--- src/rtl/hazard_sched_pkg.sv ---
// Shared types and default latencies for the hazard/stall scheduler and its
// multiply/divide occupancy tracker.
package hazard_pkg;

    typedef enum logic [1:0] {
        StIdle,
        StMul,
        StDiv
    } md_state_e;

    localparam int unsigned MULT_LAT_DEF = 5;
    localparam int unsigned DIV_LAT_DEF  = 10;

endpackage

--- src/rtl/hazard_sched_if.sv ---
// Pipeline-side bundle of hazard inputs and stall/flush controls.
// The scheduler takes the slave modport; the pipeline drives the master modport.
interface hazard_sched_if #(
    parameter int unsigned CNT_W = 32
);

    logic [4:0]       rs_d;
    logic [4:0]       rt_d;
    logic             use_rs_d;
    logic             use_rt_d;
    logic             regwrite_e;
    logic             memtoreg_e;
    logic [4:0]       dst_e;
    logic             md_use_d;
    logic             md_start_e;
    logic             md_is_div_e;
    logic             flush_req;
    logic             stall_f;
    logic             stall_d;
    logic             flush_d;
    logic             flush_e;
    logic             flush_m;
    logic             md_busy;
    logic [CNT_W-1:0] stall_cycles;

    modport master (
        output rs_d, rt_d, use_rs_d, use_rt_d, regwrite_e, memtoreg_e, dst_e,
               md_use_d, md_start_e, md_is_div_e, flush_req,
        input  stall_f, stall_d, flush_d, flush_e, flush_m, md_busy, stall_cycles
    );

    modport slave (
        input  rs_d, rt_d, use_rs_d, use_rt_d, regwrite_e, memtoreg_e, dst_e,
               md_use_d, md_start_e, md_is_div_e, flush_req,
        output stall_f, stall_d, flush_d, flush_e, flush_m, md_busy, stall_cycles
    );

endinterface

--- src/rtl/hazard_sched_md_busy_tracker.sv ---
// Multiply/divide occupancy: IDLE/MUL/DIV state plus a latency down-counter.
// md_busy covers the issue cycle combinationally and the LAT following cycles.
module md_busy_tracker
    import hazard_pkg::*;
#(
    parameter int unsigned MULT_LAT = MULT_LAT_DEF,
    parameter int unsigned DIV_LAT  = DIV_LAT_DEF
) (
    input  logic clk,
    input  logic reset,
    input  logic md_start,
    input  logic md_is_div,
    input  logic cancel,
    output logic md_busy
);

    localparam int unsigned MaxLat = (DIV_LAT > MULT_LAT) ? DIV_LAT : MULT_LAT;
    localparam int unsigned CntW   = $clog2(MaxLat + 1);

    md_state_e       state_q, state_d;
    logic [CntW-1:0] cnt_q, cnt_d;
    logic            accept;

    // Starts outside IDLE are illegal and dropped; squashed starts never issue.
    assign accept = md_start & ~cancel;

    always_comb begin
        state_d = state_q;
        cnt_d   = cnt_q;
        unique case (state_q)
            StIdle: begin
                if (accept) begin
                    state_d = md_is_div ? StDiv : StMul;
                    cnt_d   = md_is_div ? CntW'(DIV_LAT) : CntW'(MULT_LAT);
                end
            end
            StMul, StDiv: begin
                if (cnt_q == CntW'(1)) begin
                    state_d = StIdle;
                    cnt_d   = '0;
                end else begin
                    cnt_d = cnt_q - CntW'(1);
                end
            end
            default: begin
                state_d = StIdle;
                cnt_d   = '0;
            end
        endcase
    end

    always_ff @(posedge clk or negedge reset) begin
        if (!reset) begin
            state_q <= StIdle;
            cnt_q   <= '0;
        end else begin
            state_q <= state_d;
            cnt_q   <= cnt_d;
        end
    end

    assign md_busy = (state_q != StIdle) | (state_q == StIdle & accept);

endmodule

--- src/rtl/hazard_sched.sv ---
// Stall/flush scheduler: load-use and HI/LO hazard detection, redirect priority,
// and a wrapping count of stalled cycles.
module hazard_sched
    import hazard_pkg::*;
#(
    parameter int unsigned MULT_LAT = MULT_LAT_DEF,
    parameter int unsigned DIV_LAT  = DIV_LAT_DEF,
    parameter int unsigned CNT_W    = 32
) (
    input  logic          clk,
    input  logic          reset,
    hazard_sched_if.slave bus
);

    logic             lu;
    logic             md;
    logic             md_busy;
    logic             stall;
    logic [CNT_W-1:0] cnt_q, cnt_d;

    md_busy_tracker #(
        .MULT_LAT (MULT_LAT),
        .DIV_LAT  (DIV_LAT)
    ) u_md_busy_tracker (
        .clk       (clk),
        .reset     (reset),
        .md_start  (bus.md_start_e),
        .md_is_div (bus.md_is_div_e),
        .cancel    (bus.flush_req),
        .md_busy   (md_busy)
    );

    // r0 is hardwired zero, so a load targeting it can never feed a consumer.
    assign lu = bus.memtoreg_e & bus.regwrite_e & (bus.dst_e != 5'd0) &
                ((bus.use_rs_d & (bus.rs_d == bus.dst_e)) |
                 (bus.use_rt_d & (bus.rt_d == bus.dst_e)));

    assign md    = bus.md_use_d & md_busy;
    assign stall = (lu | md) & ~bus.flush_req;

    assign bus.stall_f      = stall;
    assign bus.stall_d      = stall;
    assign bus.flush_d      = bus.flush_req;
    assign bus.flush_e      = stall | bus.flush_req;
    assign bus.flush_m      = bus.flush_req;
    assign bus.md_busy      = md_busy;
    assign bus.stall_cycles = cnt_q;

    always_comb begin
        cnt_d = cnt_q;
        if (stall) begin
            cnt_d = cnt_q + CNT_W'(1);
        end
    end

    always_ff @(posedge clk or negedge reset) begin
        if (!reset) begin
            cnt_q <= '0;
        end else begin
            cnt_q <= cnt_d;
        end
    end

endmodule

--- src/flat_wrapper.sv ---
// flat-port wrapper written by rule: the top's interface ports become plain ports
module hazard_sched_flat import hazard_pkg::*;
#(
    parameter int unsigned MULT_LAT = MULT_LAT_DEF,
    parameter int unsigned DIV_LAT  = DIV_LAT_DEF,
    parameter int unsigned CNT_W    = 32
)
  (clk, reset, bus_rs_d, bus_rt_d, bus_use_rs_d, bus_use_rt_d, bus_regwrite_e, bus_memtoreg_e, bus_dst_e, bus_md_use_d, bus_md_start_e, bus_md_is_div_e, bus_flush_req, bus_stall_f, bus_stall_d, bus_flush_d, bus_flush_e, bus_flush_m, bus_md_busy, bus_stall_cycles);
  hazard_sched_if #(.CNT_W(CNT_W)) bus_i ();
  input  logic clk;
  input  logic reset;
  input wire logic [$bits(bus_i.rs_d)-1:0] bus_rs_d;
  input wire logic [$bits(bus_i.rt_d)-1:0] bus_rt_d;
  input wire logic [$bits(bus_i.use_rs_d)-1:0] bus_use_rs_d;
  input wire logic [$bits(bus_i.use_rt_d)-1:0] bus_use_rt_d;
  input wire logic [$bits(bus_i.regwrite_e)-1:0] bus_regwrite_e;
  input wire logic [$bits(bus_i.memtoreg_e)-1:0] bus_memtoreg_e;
  input wire logic [$bits(bus_i.dst_e)-1:0] bus_dst_e;
  input wire logic [$bits(bus_i.md_use_d)-1:0] bus_md_use_d;
  input wire logic [$bits(bus_i.md_start_e)-1:0] bus_md_start_e;
  input wire logic [$bits(bus_i.md_is_div_e)-1:0] bus_md_is_div_e;
  input wire logic [$bits(bus_i.flush_req)-1:0] bus_flush_req;
  output wire logic [$bits(bus_i.stall_f)-1:0] bus_stall_f;
  output wire logic [$bits(bus_i.stall_d)-1:0] bus_stall_d;
  output wire logic [$bits(bus_i.flush_d)-1:0] bus_flush_d;
  output wire logic [$bits(bus_i.flush_e)-1:0] bus_flush_e;
  output wire logic [$bits(bus_i.flush_m)-1:0] bus_flush_m;
  output wire logic [$bits(bus_i.md_busy)-1:0] bus_md_busy;
  output wire logic [$bits(bus_i.stall_cycles)-1:0] bus_stall_cycles;
  assign bus_i.rs_d = bus_rs_d;
  assign bus_i.rt_d = bus_rt_d;
  assign bus_i.use_rs_d = bus_use_rs_d;
  assign bus_i.use_rt_d = bus_use_rt_d;
  assign bus_i.regwrite_e = bus_regwrite_e;
  assign bus_i.memtoreg_e = bus_memtoreg_e;
  assign bus_i.dst_e = bus_dst_e;
  assign bus_i.md_use_d = bus_md_use_d;
  assign bus_i.md_start_e = bus_md_start_e;
  assign bus_i.md_is_div_e = bus_md_is_div_e;
  assign bus_i.flush_req = bus_flush_req;
  assign bus_stall_f = bus_i.stall_f;
  assign bus_stall_d = bus_i.stall_d;
  assign bus_flush_d = bus_i.flush_d;
  assign bus_flush_e = bus_i.flush_e;
  assign bus_flush_m = bus_i.flush_m;
  assign bus_md_busy = bus_i.md_busy;
  assign bus_stall_cycles = bus_i.stall_cycles;
  hazard_sched #(.MULT_LAT(MULT_LAT), .DIV_LAT(DIV_LAT), .CNT_W(CNT_W)) u_core (.clk(clk), .reset(reset), .bus(bus_i));
endmodule
--- config.mk ---
export PLATFORM = sky130hd
export DESIGN_NAME = hazard_sched_flat
export DESIGN_NICKNAME = d
export VERILOG_FILES = /design/src/rtl/hazard_sched_pkg.sv /design/src/rtl/hazard_sched_if.sv /design/src/rtl/hazard_sched_md_busy_tracker.sv /design/src/rtl/hazard_sched.sv /design/src/flat_wrapper.sv
export SDC_FILE = /design/constraint.sdc
export NUM_CORES = 1
export LEC_CHECK = 0
export CAP_MARGIN = 15
export CORE_ASPECT_RATIO = 1.4
export CORE_MARGIN = 4
export CORE_UTILIZATION = 35
export DETAILED_ROUTE_END_ITERATION = 10
export GPL_TIMING_DRIVEN = 0
export PLACE_DENSITY_LB_ADDON = 0.08
export SYNTH_ARGS = -nofsm -noshare
export SYNTH_HDL_FRONTEND = slang
export SYNTH_HIERARCHICAL = 1
export SYNTH_SLANG_ARGS = --single-unit
--- constraint.sdc ---
create_clock -name clk -period 4.7 [get_ports clk]
set_clock_uncertainty 0.15 [all_clocks]
set_input_delay 0.47 -clock clk [delete_from_list [all_inputs] [get_ports clk]]
set_output_delay 0.47 -clock clk [all_outputs]
set_load 0.05 [all_outputs]
==> reports/results.tsv <==
stage	metric	value	unit
pwr	Switching Share	0.382	
worst_setup_path	R2R Setup Slk	2530	ps
sta	Final Cycle Share	0.784	
grt	global-route wire length before repair	8690	um
yosys	Synth Flop Type	dfrtp_1	
worst_setup_path	Worst EP arrival	3070	ps
yosys	sequential area share after synthesis	0.447	
route	First DRT Iteration DRCs	52	
clocking	Clock Tree Root	clkbuf_8	
sta	RSZ-0062 raised after global routing	false	
floorplanning	total die area	7410	um^2
sta	Slew headroom	0.661	
sta	Fin. Hold Viols	0	
yosys	Synth area leaders	dfrtp_1, xor2_1, nor4_1, xnor2_1, ha_1	
pwr	Flop pwr share	0.331	
finish	antenna fix cells	0	
finish	Final Instance Area	3000	um^2
yosys	Post-synth ARST share	1.00	
grt	initial antenna violation count	0	
finish	combined area of the multi-input logic cells	1090	um^2
finish	Sequential Area	951	um^2
finish	share of layout cells above drive strength 1	0.0952	
sta	Fin Hold WS	333	ps
yosys	Yosys warning total	6	
route	# DRC	0	
pwr	pwr/cell area	438	nW/um^2
route	Antenna Nets Post-Route	0	
worst_setup_path	Data required, critical path	4080	ps
clocking	post-CTS sizing	0	
sta	final setup vio count	0	
grt	gr ovfl total	0	
clocking	clk slew on worst S/H paths	80	ps
finish	Fill cells	546	
clocking	H-tree levels	2	
finish	final net count	302	
route	routed vias	1749	
yosys	Cells after Synth	201	
clocking	Longest Clk Path Bufs	2	
pwr	internal cell power	812	uW
sta	sum of negative setup slack	0	ps
pwr	clock power share	0.260	
floorplanning	Die X-Extent	73.9	um
finish	Finished Core Util	0.511	
clocking	CTS buffer count	5	
yosys	Synth Register Bits	38	
placement	post-detail-place hpwl	3840	um
grt	largest net degree at the start of global routing	38	
worst_setup_path	r2r startpoint	u_core/bus.stall_cycles[3]$_DFFE_PN0P_	
sta	fmax	271	MHz
clocking	clock sink count	38	
worst_setup_path	Critical Path Fanout Max	10	
job	Max Cap Violations	0	
yosys	Yosys cell types	46	
floorplanning	Initial Utilization	0.363	
grt	vias in the first global route	1787	
floorplanning	Top Ports	63	
sta	Final min period	3690	ps
worst_setup_path	critical path type	in -> out	
route	final wirelength	5220	um
finish	P&R area growth vs syn	40.9	%
sta	Tightest Pin Transition	507	ps
yosys	Mapped Area	2130	um^2
pwr	VDD IR-drop max	0.000257	V
yosys	area share of the largest cell type after synthesis	0.447	
yosys	Yosys top cell by area	dfrtp_1	
worst_setup_path	Critical Path Start Type	primary input	
pwr	combinational fraction of design power	0.409	
sta	max-slew violation count	0	
route	per-cell routed wire length	15.2	um
worst_setup_path	FF-to-FF End	u_core/bus.stall_cycles[25]$_DFFE_PN0P_	
run_status	outcome	finished, final reports clean	
clocking	CTS tree	built	
pwr	leakage	0.00136	uW
yosys	Post-synth EDFFs	0	
clocking	hold buffer count at CTS	1	
placement	gpl congestion	0.792	
floorplanning	row count	33	
yosys	Avg Inst Size Synth	10.6	um^2
floorplanning	core area	5860	um^2
yosys	Mapped Nets	231	
route	Via density	5.10	
placement	port bufs	62	
worst_setup_path	Worst setup EP type	primary output	
worst_setup_path	Worst Setup SP	bus_dst_e[1]	
hold_path	Hold Path Class	in -> async	
placement	post-place instance area	2850	um^2
clocking	number of setup buffers added after CTS	0	
floorplanning	Die H	100	um
worst_setup_path	Worst R2R Path Depth	5	
grt	Total Routing Usage GR	0.151	
pwr	NetSw	501	uW
clocking	Worst-Skew Late Latency	300	ps
route	Detailed Routing Iterations Pass 1	4	
[worst max path at each step]
stage	slack [ps]	end	cells after the start
detailed placement	980	bus_flush_e	7
finish	1010	bus_flush_e	7
floorplan	1990	bus_stall_f	7
global route	930	bus_flush_e	7
global placement	990	bus_flush_e	7
CTS	980	bus_flush_e	7
[layout by cell type (no fill, tap or decap), types with 2 or more instances in the layout]
cell type	Yosys	final
clkdlybuf4s50_1	0	61
dfrtp_1	38	38
xor2_1	30	30
nand2_1	16	16
nor4_1	16	16
xnor2_1	11	11
nand3_1	8	8
nor3_1	7	7
inv_1	6	6
clkbuf_8	0	5
nand4_1	5	5
nor2_1	5	5
ha_1	5	5
nor4b_1	4	4
clkbuf_1	3	3
nand2b_1	3	3
and4_1	3	3
and3_1	3	3
buf_4	3	3
bufinv_16	0	2
o22ai_1	2	2
buf_6	2	2
nor3b_1	2	2
mux2_4	2	2
a22o_1	2	2
o21ai_0	2	2
[cell usage after synthesis, types with 2 or more instances]
library cell,count
nand2b_1,3
nor4_1,16
nand2_1,16
nor4b_1,4
nor3b_1,2
buf_4,3
a22o_1,2
xnor2_1,11
nor2_1,5
xor2_1,30
o22ai_1,2
nor3_1,7
ha_1,5
clkbuf_1,3
and4_1,3
inv_1,6
o21ai_0,2
buf_6,2
mux2_4,2
nand3_1,8
and3_1,3
nand4_1,5
dfrtp_1,38
[power groups by stage]
stage	clock, uW	combinational, uW	sequential (uW)
floorplan	0	302	510
global placement	0	534	438
detailed placement	0	539	440
CTS	350	543	434
global route	369	580	441
finish	342	537	434
[sequential cells by signal (all words and copies together), names as in the netlist]
| signal | flops |
|---|---|
| u_core/u_md_busy_tracker/state_q | 2 |
| u_core/u_md_busy_tracker/cnt_q | 4 |
| u_core/bus.stall_cycles | 32 |
[cells by family after synthesis]
group           synth area share
fa+ha+maj                 0.0294
mux                       0.0241
buf+inv                   0.0388
flops                      0.447
compound gates            0.0682
simple gates               0.224
xor+xnor                   0.169
[worst max-delay path: stages]
cell,delay [ps]
clkdlybuf4s50_1,460
or4_1,580
o211a_1,260
a21boi_4,330
buf_6,200
nand2b_1,60
clkdlybuf4s50_1,700
[per-layer routing]
metal	vias to the layer above	global-route usage	wire length, um
li1	854	-	-
met1	833	0.188	2260
met2	56	0.242	2480
met3	6	0.0421	396
met4	0	0.0600	87
met5	-	0	0
[cell type report]
type                            instances  area share
Buffer                                  8      0.0188
Timing Repair Buffer                   64       0.215
Tap cell                               70      0.0292
Multi-Input combinational cell        148       0.365
Clock buffer                            5      0.0230
Sequential cell                        38       0.317
Clock inverter                          3      0.0230
Inverter                                7     0.00876
[metrics by stage]
stage	power (uW)	cells	worst slack, ps
after floorplan	812	201	1990
after global placement	972	333	988
after detailed placement	979	334	978
after CTS	1330	343	983
after global routing	1390	343	929
final	1310	343	1010
Note: power is estimated with default switching activity, not from simulation.
